[src/rtl/uart_pkg.sv]
// Shared definitions for the UART transmit path: frame FSM encoding,
// data width and the elaboration-time baud divisor.
package uart_pkg;

  localparam int UART_DATA_BITS = 8;

  typedef enum logic [1:0] {
    ST_IDLE  = 2'd0,
    ST_START = 2'd1,
    ST_DATA  = 2'd2,
    ST_STOP  = 2'd3
  } uart_state_t;

  // Rounded clock cycles per bit, floored at 2 so the tick can never stick high.
  function automatic int baud_div(input int clk_freq, input int baud);
    int div;
    div = (clk_freq + baud / 2) / baud;
    if (div < 2) div = 2;
    return div;
  endfunction

endpackage

[src/rtl/uart_tx_serializer_if.sv]
// Handshake between the upstream FIFO sequencer (master) and the UART
// transmitter (slave), plus the serial line itself.
interface uart_tx_serializer_if;
  import uart_pkg::*;

  logic                      TxD_start;
  logic [UART_DATA_BITS-1:0] TxD_data;
  logic                      TxD_busy;
  logic                      TxD;

  modport master (
    output TxD_start,
    output TxD_data,
    input  TxD_busy,
    input  TxD
  );

  modport slave (
    input  TxD_start,
    input  TxD_data,
    output TxD_busy,
    output TxD
  );

endinterface

[src/rtl/uart_baud_tick.sv]
// Bit-period divider: counts 0..DIV-1 and pulses o_tick for one cycle at DIV-1.
// i_clr pins the count at 0 so the first bit after a start is a full period.
module uart_baud_tick #(
  parameter int DIV = 2
) (
  input  logic clk,
  input  logic rst,
  input  logic i_clr,
  output logic o_tick
);

  localparam int CW = (DIV > 1) ? $clog2(DIV) : 1;

  logic [CW-1:0] r_cnt;

  assign o_tick = (r_cnt == CW'(DIV - 1));

  always_ff @(posedge clk) begin
    if (!rst) begin
      r_cnt <= '0;
    end else if (i_clr || o_tick) begin
      r_cnt <= '0;
    end else begin
      r_cnt <= r_cnt + 1'b1;
    end
  end

endmodule

[src/rtl/uart_tx_serializer.sv]
// 8N1/8N2 UART transmitter: one frame per accepted TxD_start, all outputs
// registered, busy held from the acceptance edge through the last stop bit.
//
// state    | meaning
// ST_IDLE  | line high, waiting for TxD_start
// ST_START | start bit (0) for one bit period
// ST_DATA  | data bits LSB first, r_bit_idx = bit being sent
// ST_STOP  | stop bit(s) high, r_bit_idx = stop bit being sent
import uart_pkg::*;

module uart_tx_serializer #(
  parameter int CLK_FREQ  = 50000000,
  parameter int BAUD      = 115200,
  parameter int STOP_BITS = 1
) (
  input  logic               clk,
  input  logic               rst,
  uart_tx_serializer_if.slave bus
);

  localparam int DIV = baud_div(CLK_FREQ, BAUD);
  localparam int SB  = (STOP_BITS == 2) ? 2 : 1;

  uart_state_t               r_state;
  uart_state_t               w_state_nxt;
  logic [UART_DATA_BITS-1:0] r_shift;
  logic [UART_DATA_BITS-1:0] w_shift_nxt;
  logic [2:0]                r_bit_idx;
  logic [2:0]                w_bit_idx_nxt;
  logic                      r_txd;
  logic                      w_txd_nxt;
  logic                      r_busy;
  logic                      w_busy_nxt;
  logic                      w_tick;
  logic                      w_baud_clr;

  assign w_baud_clr   = (r_state == ST_IDLE);
  assign bus.TxD      = r_txd;
  assign bus.TxD_busy = r_busy;

  uart_baud_tick #(.DIV(DIV)) u_baud_tick (
    .clk    (clk),
    .rst    (rst),
    .i_clr  (w_baud_clr),
    .o_tick (w_tick)
  );

  always_ff @(posedge clk) begin
    if (!rst) begin
      r_state   <= ST_IDLE;
      r_shift   <= '0;
      r_bit_idx <= '0;
      r_txd     <= 1'b1;
      r_busy    <= 1'b0;
    end else begin
      r_state   <= w_state_nxt;
      r_shift   <= w_shift_nxt;
      r_bit_idx <= w_bit_idx_nxt;
      r_txd     <= w_txd_nxt;
      r_busy    <= w_busy_nxt;
    end
  end

  always_comb begin
    w_state_nxt   = r_state;
    w_shift_nxt   = r_shift;
    w_bit_idx_nxt = r_bit_idx;
    w_txd_nxt     = r_txd;
    w_busy_nxt    = r_busy;

    unique case (r_state)
      ST_IDLE: begin
        w_txd_nxt  = 1'b1;
        w_busy_nxt = 1'b0;
        if (bus.TxD_start) begin
          w_shift_nxt   = bus.TxD_data;
          w_bit_idx_nxt = '0;
          w_txd_nxt     = 1'b0;
          w_busy_nxt    = 1'b1;
          w_state_nxt   = ST_START;
        end
      end

      ST_START: begin
        if (w_tick) begin
          w_bit_idx_nxt = '0;
          w_txd_nxt     = r_shift[0];
          w_state_nxt   = ST_DATA;
        end
      end

      ST_DATA: begin
        if (w_tick) begin
          w_shift_nxt = r_shift >> 1;
          if (r_bit_idx == 3'(UART_DATA_BITS - 1)) begin
            w_bit_idx_nxt = '0;
            w_txd_nxt     = 1'b1;
            w_state_nxt   = ST_STOP;
          end else begin
            w_bit_idx_nxt = r_bit_idx + 3'd1;
            w_txd_nxt     = w_shift_nxt[0];
          end
        end
      end

      ST_STOP: begin
        // Busy drops on the same edge the final stop period ends.
        if (w_tick) begin
          if (r_bit_idx == 3'(SB - 1)) begin
            w_bit_idx_nxt = '0;
            w_busy_nxt    = 1'b0;
            w_state_nxt   = ST_IDLE;
          end else begin
            w_bit_idx_nxt = r_bit_idx + 3'd1;
          end
        end
      end

      default: begin
        w_state_nxt = ST_IDLE;
      end
    endcase
  end

endmodule
[src/flat_wrapper.sv]
// flat-port wrapper written by rule: the top's interface ports become plain ports
module uart_tx_serializer_flat 
#(
  parameter int CLK_FREQ  = 50000000,
  parameter int BAUD      = 115200,
  parameter int STOP_BITS = 1
)
  (clk, rst, bus_TxD_start, bus_TxD_data, bus_TxD_busy, bus_TxD);
  uart_tx_serializer_if bus_i ();
  input  logic clk;
  input  logic rst;
  input wire logic [$bits(bus_i.TxD_start)-1:0] bus_TxD_start;
  input wire logic [$bits(bus_i.TxD_data)-1:0] bus_TxD_data;
  output wire logic [$bits(bus_i.TxD_busy)-1:0] bus_TxD_busy;
  output wire logic [$bits(bus_i.TxD)-1:0] bus_TxD;
  assign bus_i.TxD_start = bus_TxD_start;
  assign bus_i.TxD_data = bus_TxD_data;
  assign bus_TxD_busy = bus_i.TxD_busy;
  assign bus_TxD = bus_i.TxD;
  uart_tx_serializer #(.CLK_FREQ(CLK_FREQ), .BAUD(BAUD), .STOP_BITS(STOP_BITS)) u_core (.clk(clk), .rst(rst), .bus(bus_i));
endmodule
[config.mk]
export PLATFORM = sky130hd
export DESIGN_NAME = uart_tx_serializer_flat
export DESIGN_NICKNAME = d
export VERILOG_FILES = /design/src/rtl/uart_pkg.sv /design/src/rtl/uart_tx_serializer_if.sv /design/src/rtl/uart_baud_tick.sv /design/src/rtl/uart_tx_serializer.sv /design/src/flat_wrapper.sv
export SDC_FILE = /design/constraint.sdc
export NUM_CORES = 1
export LEC_CHECK = 0
export BUFFER_PORTS_ARGS = -buffer_cell sky130_fd_sc_hd__buf_2
export CAP_MARGIN = 0
export CORE_MARGIN = 2
export CORE_UTILIZATION = 45
export DETAILED_ROUTE_END_ITERATION = 10
export SYNTH_ARGS = -nofsm -noshare
export SYNTH_HDL_FRONTEND = slang
export SYNTH_SLANG_ARGS = --single-unit
[constraint.sdc]
create_clock -name clk -period 3.6 [get_ports clk]
set_input_delay 0.18 -clock clk [delete_from_list [all_inputs] [get_ports clk]]
set_output_delay 0.18 -clock clk [all_outputs]
set_load 0.005 [all_outputs]
==> metrics.md <==
| Metric | Value |
|---|---|
| Most frequent cell after synthesis | `dfxtp_1` |
| Data required, critical path | `3850 ps` |
| Initial antenna violation count | `0` |
| CTS resizes | `0` |
| Yosys reg bits | `24` |
| First DRT Iteration DRCs | `45` |
| Core area | `0.00271 mm^2` |
| ANT nets after route | `0` |
| Area contributors post-synth | `dfxtp_1, ha_1, nand3_1, o21ai_0, nor2_1` |
| Via Count | `1050` |
| Total die area | `0.00325 mm^2` |
| Critical Path AT | `2610 ps` |
| Largest net degree at the start of global routing | `16` |
| Power Total | `0.891 mW` |
| Drt via density | `5.53` |
| Max cap viols | `0` |
| Slew @ Worst Pin | `889 ps` |
| Distinct cells, synth | `32` |
| Slew HR | `0.404` |
| CP endpoint kind | `flip-flop` |
| Period minus WS final | `2360 ps` |
| Max Fclk | `424 MHz` |
| Yosys top cell by area | `dfxtp_1` |
| Multi-input logic area | `709 um^2` |
| # setup viols final | `0` |
| Post-Place Cells | `186` |
| CTS tree | `built` |
| Vias in the first global route | `981` |
| Die height | `57.0 um` |
| Pins over their slew limit | `0` |
| Num CTS Buffers | `3` |
| Row cnt | `19` |
| Reg power frac | `0.398` |
| Chip width | `57.0 um` |
| Placer Congestion | `0.792` |
| Root Driver | `clkbuf_4` |
| Ports | `13` |
| Critical path class | `reg -> reg` |
| HPWL Detailed | `1920 um` |
| Final setup TNS | `0 ps` |
| Startpoint type of the worst setup path | `flip-flop` |
| Non-Filler Instances | `190` |
| Most frequent cells after synthesis | `dfxtp_1, nor2_1, nand3_1, o21ai_0` |
| Status | `finished clean` |
| Worst IR Drop VDD | `388 uV` |
| Clk_skew | `2.44 ps` |
| # DRC | `0` |
| Syn. warnings | `0` |
| Global route overflow | `0` |
| # clock sinks | `24` |
| Final hold viol count | `0` |
| Logic pwr share | `0.380` |
| IO buf count | `12` |
| Register area | `480 um^2` |
| Primary FF master, synth | `dfxtp_1` |
| Synthesis-to-finish area growth | `9.00%` |
| Number of flops mapped to enable cells by yosys | `0` |
| Cell Int Power | `0.558 mW` |
| Share of the synthesized area in the top cell type | `0.380` |
| Clk pwr share | `0.223` |
| Worst-skew pair later-pin latency | `320 ps` |
| Longest Clk Path Bufs | `2` |
| First-pass GRT wire length | `4220 um` |
| Initial Utilization | `0.467` |
| Nets | `181` |
| Routed length per instance | `13.1 um` |
| GRT Overall Usage | `0.161` |
| Post-synth net total | `170` |
| Pre-antenna DRT Iters | `4` |
| Seq/Total Area, Yosys | `0.380` |
| Fin crit share | `0.655` |
| Filler cell count | `280` |
| Sw Share | `0.373` |
| LEAKAGE | `0.503 nW` |
| Htree depth | `1` |
| Psw | `0.332 mW` |
| FFs w/ async S/R, synth | `0` |
| Post-CTS setup buffers | `0` |
| Hold Crit Class | `in -> reg` |
| PwrDens | `646 mW/mm^2` |
| Layout cells sized above 1 | `0.132` |
| Diode count | `0` |
| Hold buffer count at cts | `0` |
| RSZ-0062 raised after global routing | `false` |
| Avg Inst Size Synth | `8.49 um^2` |
| Post-Syn Instances | `149` |
| Mapped cell area | `0.00126 mm^2` |
| Routed WL | `2500 um` |
| Clock transition at path regs | `140 ps` |
| Worst-path fanout max | `15` |
==> flip-flops by register name, summed over array words and instances, names as in the netlist <==
name                      flops
u_core.r_state                2
u_core.bus.TxD_busy           1
u_core.u_baud_tick.r_cnt      9
u_core.r_bit_idx              3
u_core.bus.TxD                1
u_core.r_shift                8
==> placed cells by master, fill, tap and decap left out, drive strengths merged, types with 2 or more instances in the layout <==
master,count
nor2b,2
ha,10
clkbuf,3
inv,9
nor3,2
nand2,10
buf,12
dfxtp,24
nand4,8
o21ai,14
a31oi,8
nor2,14
mux2i,5
nand3,13
xnor2,6
a21oi,4
==> cells by family after synthesis <==
group,Yosys count,synth area share
buffers and inverters,16,0.0593
AO/OA/AOI/OAI,31,0.144
adder cells (fa/ha/maj),10,0.0989
flip-flops,24,0.380
AND/OR/NAND/NOR,56,0.229
multiplexers,5,0.0396
XOR/XNOR,7,0.0485
==> cell type report <==
cell class | count | share of cell area
Sequential cell | 24 | 0.348
Multi-Input combinational cell | 109 | 0.515
Clock inverter | 1 | 0.0218
Clock buffer | 3 | 0.0163
Timing Repair Buffer | 12 | 0.0436
Inverter | 10 | 0.0272
Tap cell | 31 | 0.0281
==> critical path: stages (launching register included) <==
cell	delay, ps
dfxtp_1	380
inv_1	90
ha_1	400
inv_1	270
o21ai_1	760
nand4_1	200
a31oi_1	200
==> metal layers <==
layer / GRT usage / share of wire
met5: 0 / 0
met4: 0.0598 / 0.012
met3: 0.0204 / 0.031
met2: 0.276 / 0.45
met1: 0.208 / 0.50
==> per-stage QoR <==
step | area [um^2] | setup WS (ps) | hold WS [ps] | util
after floorplan | 1260 | 1970 | 344 | -
after global placement | 1330 | 1390 | 463 | 0.489
after detailed placement | 1330 | 1310 | 476 | 0.489
after CTS | 1380 | 1260 | 139 | 0.509
after global routing | 1380 | 937 | 145 | 0.509
final | 1380 | 1240 | 135 | 0.509
==> path summary, 6_finish.rpt <==
check / from / endpoint / slack (ps) / depth (start not counted)
worst max-delay path: u_core.r_state[0] / u_core.r_shift[0] / 1240 / 6
worst min-delay path: bus_TxD_data[7] / u_core.r_shift[7] / 140 / 3
worst max register to register: u_core.r_state[0] / u_core.r_shift[0] / 1240 / 6
worst min register to register: u_core.r_bit_idx[0] / u_core.r_bit_idx[0] / 500 / 2
==> power groups by stage <==
stage | registers, mW | clock network, mW | logic, mW
2_1_floorplan | 0.351 | 0 | 0.277
3_3_place_gp | 0.357 | 0 | 0.334
3_5_place_dp | 0.359 | 0 | 0.339
4_1_cts | 0.354 | 0.201 | 0.340
5_1_grt | 0.361 | 0.209 | 0.389
6_report | 0.354 | 0.198 | 0.338
No activity file was read; power rests on OpenSTA's default activity.
